File: src/rtl/mips16_pkg.sv
// Shared types and constants for the 16-bit MIPS pipeline.
// Fetch-side widths, vectors, next-PC select codes and the IF/ID bundle.
package mips16_pkg;

  localparam int PC_W  = 16;
  localparam int INS_W = 32;

  localparam logic [INS_W-1:0] NOP_INS   = '0;
  localparam logic [PC_W-1:0]  RESET_VEC = 16'h0000;
  localparam logic [PC_W-1:0]  INT_VEC   = 16'h0040;

  typedef enum logic [2:0] {
    SEL_SEQ,
    SEL_HOLD,
    SEL_BR,
    SEL_EPC,
    SEL_INT
  } pc_sel_e;

  typedef struct packed {
    logic [INS_W-1:0] ins;
    logic [PC_W-1:0]  pc1;
    logic             valid;
  } if_id_t;

  localparam if_id_t IF_ID_BUBBLE = '{
    ins:   NOP_INS,
    pc1:   '0,
    valid: 1'b0
  };

endpackage

File: src/rtl/if_stage_if.sv
// Instruction-memory port between the fetch stage and imem.
// Address out, read data back in the same cycle.
interface if_stage_if;
  import mips16_pkg::*;

  logic [PC_W-1:0]  imem_addr;
  logic [INS_W-1:0] imem_rdata;

  modport master (
    output imem_addr,
    input  imem_rdata
  );

  modport slave (
    input  imem_addr,
    output imem_rdata
  );

endinterface

File: src/rtl/if_stage_pc_next_mux.sv
// Priority select of the next PC plus IF/ID bubble/hold control.
// Arms are made mutually exclusive so the decoder can be unique.
module pc_next_mux
  import mips16_pkg::*;
#(
  parameter logic [PC_W-1:0] INT_ADDR = INT_VEC
) (
  input  logic [PC_W-1:0] pc_i,
  input  logic [PC_W-1:0] branch_target_i,
  input  logic [PC_W-1:0] epc_i,
  input  logic            int_active_i,
  input  logic            stall_i,
  input  logic            flush_i,
  input  logic            pc_mux_sel_i,
  input  logic            interrupt_i,
  input  logic            eret_i,
  output pc_sel_e         sel_o,
  output logic [PC_W-1:0] pc_d_o,
  output logic [PC_W-1:0] pc_plus1_o,
  output logic            bubble_o,
  output logic            hold_o
);

  logic int_take;
  logic br_take;
  logic ret_take;
  logic stl_take;

  always_comb begin
    int_take = interrupt_i & ~int_active_i
             & ~eret_i & ~stall_i;
    br_take  = pc_mux_sel_i & ~int_take;
    ret_take = eret_i & int_active_i
             & ~int_take & ~pc_mux_sel_i;
    stl_take = stall_i & ~int_take
             & ~pc_mux_sel_i & ~ret_take;
  end

  always_comb begin
    pc_plus1_o = pc_i + PC_W'(1);
    sel_o      = SEL_SEQ;
    pc_d_o     = pc_plus1_o;
    bubble_o   = flush_i;
    hold_o     = 1'b0;
    unique case (1'b1)
      int_take: begin
        sel_o    = SEL_INT;
        pc_d_o   = INT_ADDR;
        bubble_o = 1'b1;
      end
      br_take: begin
        sel_o    = SEL_BR;
        pc_d_o   = branch_target_i;
        bubble_o = 1'b1;
      end
      ret_take: begin
        sel_o    = SEL_EPC;
        pc_d_o   = epc_i;
        bubble_o = 1'b1;
      end
      stl_take: begin
        sel_o    = SEL_HOLD;
        pc_d_o   = pc_i;
        bubble_o = flush_i;
        hold_o   = ~flush_i;
      end
      default: ;
    endcase
  end

endmodule

File: src/rtl/if_stage.sv
// Instruction-fetch stage: PC, IF/ID latch, EPC and interrupt state.
// Next-PC choice lives in pc_next_mux; this module only registers it.
module if_stage
  import mips16_pkg::*;
#(
  parameter logic [PC_W-1:0] RESET_VEC = mips16_pkg::RESET_VEC,
  parameter logic [PC_W-1:0] INT_VEC   = mips16_pkg::INT_VEC
) (
  input  logic              clk,
  input  logic              reset,
  input  logic              stall,
  input  logic              flush,
  input  logic              pc_mux_sel,
  input  logic [PC_W-1:0]   branch_target,
  input  logic              interrupt,
  input  logic              eret,
  if_stage_if.master        imem,
  output logic [PC_W-1:0]   current_address,
  output logic [INS_W-1:0]  if_id_ins,
  output logic [PC_W-1:0]   if_id_pc1,
  output logic              if_id_valid,
  output logic [PC_W-1:0]   epc,
  output logic              int_active
);

  logic [PC_W-1:0] pc_q, pc_d;
  logic [PC_W-1:0] epc_q, epc_d;
  logic            ia_q, ia_d;
  if_id_t          ifid_q, ifid_d;

  pc_sel_e         sel;
  logic [PC_W-1:0] pc_plus1;
  logic            bubble;
  logic            hold;

  pc_next_mux #(
    .INT_ADDR(INT_VEC)
  ) u_mux (
    .pc_i           (pc_q),
    .branch_target_i(branch_target),
    .epc_i          (epc_q),
    .int_active_i   (ia_q),
    .stall_i        (stall),
    .flush_i        (flush),
    .pc_mux_sel_i   (pc_mux_sel),
    .interrupt_i    (interrupt),
    .eret_i         (eret),
    .sel_o          (sel),
    .pc_d_o         (pc_d),
    .pc_plus1_o     (pc_plus1),
    .bubble_o       (bubble),
    .hold_o         (hold)
  );

  // A redirect in the interrupted cycle is replayed after eret.
  always_comb begin
    epc_d = epc_q;
    ia_d  = ia_q;
    if (sel == SEL_INT) begin
      epc_d = pc_mux_sel ? branch_target : pc_q;
      ia_d  = 1'b1;
    end else if (sel == SEL_EPC) begin
      ia_d  = 1'b0;
    end
  end

  always_comb begin
    ifid_d = '{
      ins:   imem.imem_rdata,
      pc1:   pc_plus1,
      valid: 1'b1
    };
    if (bubble) begin
      ifid_d = IF_ID_BUBBLE;
    end else if (hold) begin
      ifid_d = ifid_q;
    end
  end

  always_ff @(posedge clk) begin
    if (reset) begin
      pc_q   <= RESET_VEC;
      epc_q  <= '0;
      ia_q   <= 1'b0;
      ifid_q <= IF_ID_BUBBLE;
    end else begin
      pc_q   <= pc_d;
      epc_q  <= epc_d;
      ia_q   <= ia_d;
      ifid_q <= ifid_d;
    end
  end

  assign imem.imem_addr  = pc_q;
  assign current_address = pc_q;
  assign if_id_ins       = ifid_q.ins;
  assign if_id_pc1       = ifid_q.pc1;
  assign if_id_valid     = ifid_q.valid;
  assign epc             = epc_q;
  assign int_active      = ia_q;

endmodule

File: src/flat_wrapper.sv
// flat-port wrapper written by rule: the top's interface ports become plain ports
module if_stage_flat import mips16_pkg::*;
#(
  parameter logic [PC_W-1:0] RESET_VEC = mips16_pkg::RESET_VEC,
  parameter logic [PC_W-1:0] INT_VEC   = mips16_pkg::INT_VEC
)
  (clk, reset, stall, flush, pc_mux_sel, branch_target, interrupt, eret, current_address, if_id_ins, if_id_pc1, if_id_valid, epc, int_active, imem_imem_addr, imem_imem_rdata);
  if_stage_if imem_i ();
  input  logic clk;
  input  logic reset;
  input  logic stall;
  input  logic flush;
  input  logic pc_mux_sel;
  input  logic [PC_W-1:0] branch_target;
  input  logic interrupt;
  input  logic eret;
  output logic [PC_W-1:0] current_address;
  output logic [INS_W-1:0] if_id_ins;
  output logic [PC_W-1:0] if_id_pc1;
  output logic if_id_valid;
  output logic [PC_W-1:0] epc;
  output logic int_active;
  output wire logic [$bits(imem_i.imem_addr)-1:0] imem_imem_addr;
  input wire logic [$bits(imem_i.imem_rdata)-1:0] imem_imem_rdata;
  assign imem_imem_addr = imem_i.imem_addr;
  assign imem_i.imem_rdata = imem_imem_rdata;
  if_stage #(.RESET_VEC(RESET_VEC), .INT_VEC(INT_VEC)) u_core (.clk(clk), .reset(reset), .stall(stall), .flush(flush), .pc_mux_sel(pc_mux_sel), .branch_target(branch_target), .interrupt(interrupt), .eret(eret), .imem(imem_i), .current_address(current_address), .if_id_ins(if_id_ins), .if_id_pc1(if_id_pc1), .if_id_valid(if_id_valid), .epc(epc), .int_active(int_active));
endmodule
File: config.mk
export PLATFORM = sky130hd
export DESIGN_NAME = if_stage_flat
export DESIGN_NICKNAME = d
export VERILOG_FILES = /design/src/rtl/mips16_pkg.sv /design/src/rtl/if_stage_if.sv /design/src/rtl/if_stage_pc_next_mux.sv /design/src/rtl/if_stage.sv /design/src/flat_wrapper.sv
export SDC_FILE = /design/constraint.sdc
export NUM_CORES = 1
export LEC_CHECK = 0
export CAP_MARGIN = 20
export CORE_UTILIZATION = 40
export CTS_CLUSTER_DIAMETER = 40
export DETAILED_ROUTE_END_ITERATION = 6
export PLACE_DENSITY = 0.76
export SETUP_SLACK_MARGIN = 0.5
export SLEW_MARGIN = 20
export SYNTH_ARGS = -nofsm -noshare
export SYNTH_HDL_FRONTEND = slang
export SYNTH_SLANG_ARGS = --single-unit
File: constraint.sdc
create_clock -name clk -period 1.97 [get_ports clk]
set_clock_uncertainty 0.15 [all_clocks]
set_input_delay 0.4925 -clock clk [delete_from_list [all_inputs] [get_ports clk]]
set_output_delay 0.4925 -clock clk [all_outputs]
set_load 0.02 [all_outputs]
==> results summary <==
The flow ran to the end, and the final reports show no timing, DRC or antenna violations. After filler insertion, the fill cell instance count of the layout stands at about 530. The fraction of registers with async set or reset after synthesis is 0. The setup total negative slack came out at 0 ps.

The path with the worst hold slack has its endpoint at u_core.if_id_ins[9]. Clock tree synthesis selected as its root buffer the cell clkbuf_8. Setup violations remaining at the end of the flow were counted as 0. The startpoint identified for the worst register-to-register timing path is u_core.int_active. The number of antenna violations at the first check in global routing is 0. The endpoint kind of the worst setup timing path is a flop. Detailed routing inserted a total of around 5300 vias. The violation count after the first detailed-routing iteration came out at around 440. The width of the chip is between 100 and 150 um. The capturing point of the worst reg2reg path is u_core.if_id_ins[16].

After floorplanning, the core was divided into 36 placement rows. The worst-case setup slack after placement came out at -483.0 ps. The cell family contributing the most delay on the critical path is buffers and inverters. Synthesis produced a netlist with a net count of ~540. The average wire per standard cell is 21.80 um. The cell area after synthesis is ~0.004 mm^2. The H-tree level count is 3. The worst hold path cell count came out at 2. The number of diodes came out at 0.

The count of buffers added on input and output ports is approximately 150. STA classifies the critical path startpoint as a flop. The initial core utilization came out at 0.4150. The final cell utilization of the core came out at 0.8256. The peak ir drop on the vdd network is 306.1 uV. Synthesis produced 485 cells. The number of clock sinks came out at about 80.

The buffering stage count on the worst path with inverters included is 4. The final net count is roughly 820. Once routing completed, OpenROAD measured the worst setup slack at between 100 and 150 ps.

For this run, the register share of the synthesized area comes to 0.4028. The power density of the placed cells came out at approximately 550 mW/mm^2. The overall power after layout is 4.430 mW. The first-pass GRT wire length came out at around 22000 um. The average footprint of a synthesized cell is about 8.4 um^2.

The number of enable-type register cells in the synthesized netlist is 0. The final standard cell count with taps included and fillers excluded came out at ~900. On the worst path, the slowest cell contributes a delay of roughly 400 ps.

The slowest stage of the critical path is the dfxtp_4 cell. The class of the most critical setup path is reg -> reg. For this run, design rule violations remaining after detail routing come to 0. The period utilization came out at 0.9477.

The number of search-and-repair iterations in the first detailed-routing pass came out at 5. The top-level port count came out at between 150 and 200. The critical path goes through buf_6, a21o_4, buf_6, nor3_4, buf_6, buf_16, nand2_1, a21oi_2. The peak fanout along the critical path came out at 8. The endpoint arrival time on the critical path is 2010 ps. The via density per instance came out at between 5 and 6. The placeable core region came out at between 0.009 and 0.01 mm^2. Measured in cells, the most critical reg-to-reg path has a length of 8. The aggregate global-route resource usage is 0.2745. The most used flip-flop cell after synthesis is dfxtp_1. The setup slack on the worst flop-to-flop path is between 100 and 150 ps. The max-slew violation count is 0.

In this design, the critical path's most frequently occurring cell is buf_6. The number of global-route vias before repair is about 4400. The Yosys warning count is 0. The standard cell area after detailed placement is 0.006056 mm^2.

The cell total after placement came out at just under 800. The final hold violation count came to 0. The headroom to the max-slew limit came out at 0.6579. The maximum count of clock buffers along a single path came out at 2. The count of nets left with antenna violations after detail routing is 0.

Buffers inserted to repair hold after CTS numbered 0. Counting the buffers created by CTS gives 9. Of the cells placed in the final design, the portion with a size suffix greater than 1 is 0.6667. The remaining global-route overflow came out at 0.

The flip-flop and latch count after synthesis is 82. The maximum frequency from static timing analysis is ~540 MHz. The worst hold slack came out at 320.9 ps. Leaving out fill and tap cells, the most frequent cell in the layout is buf_6.

Wires add up to just under 20000 um. The finished cells cover between 0.008 and 0.009 mm^2. Setup repair after global routing could not meet its margin everywhere.

Across the run, the number of max-cap violations was 0. Summed over all cells, the static leakage comes to roughly 3.6 nW. The final weighted congestion in routability-driven placement came out at between 0.9 and 1.

The time the final worst path needs with I/O delays and setup came out at ~1900 ps. The slew at the pin closest to its max-slew limit is 508.4 ps. The number of different library cells in the post-synthesis netlist came out at 56. The worst hold path begins at u_core.if_id_ins[9]. The min-delay analysis places its worst path in the category reg -> reg.

The insertion delay to the later sink of the worst-skew pair is ~370 ps. The floorplan step defined a die boundary enclosing about 0.011 mm^2. After clock tree synthesis, the clock-pin slew on the worst setup and hold paths is roughly 90 ps. The die is between 100 and 150 um tall. The required time reported for the critical path endpoint came out at about 2100 ps. The half-perimeter wire length of the detailed placement result is 10000 um. Leaving out fill and tap cells, the most frequent cells in the layout are 124 x buf_6, 122 x buf_4, 68 x dfxtp_2. Entering global routing, the biggest net connects 27 pins.

The area growth from synthesis to layout is 98.93%. TritonCTS built the clock tree.
[report_power, final]
group	switching [mW]	leakage, nW	internal [mW]	total (mW)
Combinational	0.676	2.76	0.698	1.37
Sequential	0.0883	0.708	1.73	1.82
Clock	0.672	0.0975	0.566	1.24
Total	1.44	3.56	2.99	4.43
[layout make-up]
class / count / area [um^2] / area share
flip-flops and latches: 82 / 1775 / 0.2190
well taps: 133 / 166.4 / 0.02053
inverters: 11 / 43.79 / 0.005402
clock buffers: 12 / 166.4 / 0.02053
multi-input cells: 336 / 2659 / 0.3280
repair buffers: 321 / 3273 / 0.4038
clock inverters: 3 / 22.52 / 0.002778
[metal layers]
metal,GRT usage,share of wire,vias to the layer above
li1,-,-,2283
met1,0.3449,0.38,2556
met2,0.4708,0.49,365
met3,0.03932,0.078,108
met4,0.1148,0.054,0
met5,0,0,-
[Yosys cell counts, types with 3 or more instances]
| library cell | count | area share |
|---|---|---|
| o311a_1 | 4 | 0.0098 |
| nand4_1 | 7 | 0.011 |
| a21oi_1 | 39 | 0.048 |
| inv_1 | 11 | 0.010 |
| o211a_1 | 4 | 0.0098 |
| o21ai_0 | 17 | 0.021 |
| a211oi_2 | 3 | 0.0092 |
| nor3_1 | 5 | 0.0061 |
| buf_4 | 19 | 0.035 |
| xnor2_1 | 6 | 0.013 |
| a211oi_1 | 19 | 0.035 |
| o22ai_1 | 5 | 0.0077 |
| dfxtp_1 | 82 | 0.40 |
| o31a_1 | 4 | 0.0086 |
| o21a_1 | 6 | 0.011 |
| a31oi_1 | 9 | 0.014 |
| clkbuf_1 | 10 | 0.0092 |
| buf_1 | 4 | 0.0037 |
| a311oi_1 | 4 | 0.0086 |
| or3_1 | 4 | 0.0061 |
| buf_2 | 15 | 0.018 |
| nand3_1 | 21 | 0.026 |
| nand2_1 | 79 | 0.073 |
| o32ai_1 | 3 | 0.0064 |
| nor4_1 | 6 | 0.0092 |
| mux2i_1 | 13 | 0.032 |
| a21oi_2 | 11 | 0.024 |
| nor2_1 | 34 | 0.031 |
| buf_6 | 8 | 0.022 |
[how the worst max path moves through the flow]
stage,start,to,cells past startpoint
finish,u_core.int_active,u_core.if_id_ins[16],8
global route,u_core.int_active,u_core.if_id_ins[21],8
CTS,u_core.int_active,u_core.current_address[6],4
detailed placement,eret,u_core.current_address[12],6
global placement,eret,u_core.current_address[12],6
floorplan,eret,u_core.if_id_ins[8],7
[cells by family (layout without fill, tap and decap cells)]
| group | after synthesis | count (layout) | synth area share |
|---|---|---|---|
| buffers and inverters | 67 | 347 | 0.09856 |
| AO/OA/AOI/OAI | 142 | 142 | 0.2453 |
| adder cells (fa/ha/maj) | 1 | 1 | 0.003070 |
| XOR/XNOR | 8 | 8 | 0.01719 |
| multiplexers | 13 | 13 | 0.03193 |
| AND/OR/NAND/NOR | 172 | 172 | 0.2011 |
| flip-flops | 82 | 82 | 0.4028 |
[timing repair]
| action | CTS | global route |
|---|---|---|
| buffers inserted | 33 | 59 |
| pin swaps | 7 | 63 |
| gates cloned | 3 | 7 |
| endpoints found under the setup margin | 180 | 178 |
| endpoints found under the hold margin | 0 | 0 |
| gates resized for setup | 528 | 339 |
[tightest hold or removal path: stages, from the launching register on]
cell	delay, ps
dfxtp_2	330
nand2_1	50
a21oi_1	50
[sequential cells by signal, summed over array words and instances (netlist names)]
signal                  flops
u_core.current_address     16
u_core.epc                 16
u_core.if_id_ins           32
u_core.if_id_pc1           16
u_core.if_id_valid          1
u_core.int_active           1
Note: power is estimated with default switching activity, not from simulation.
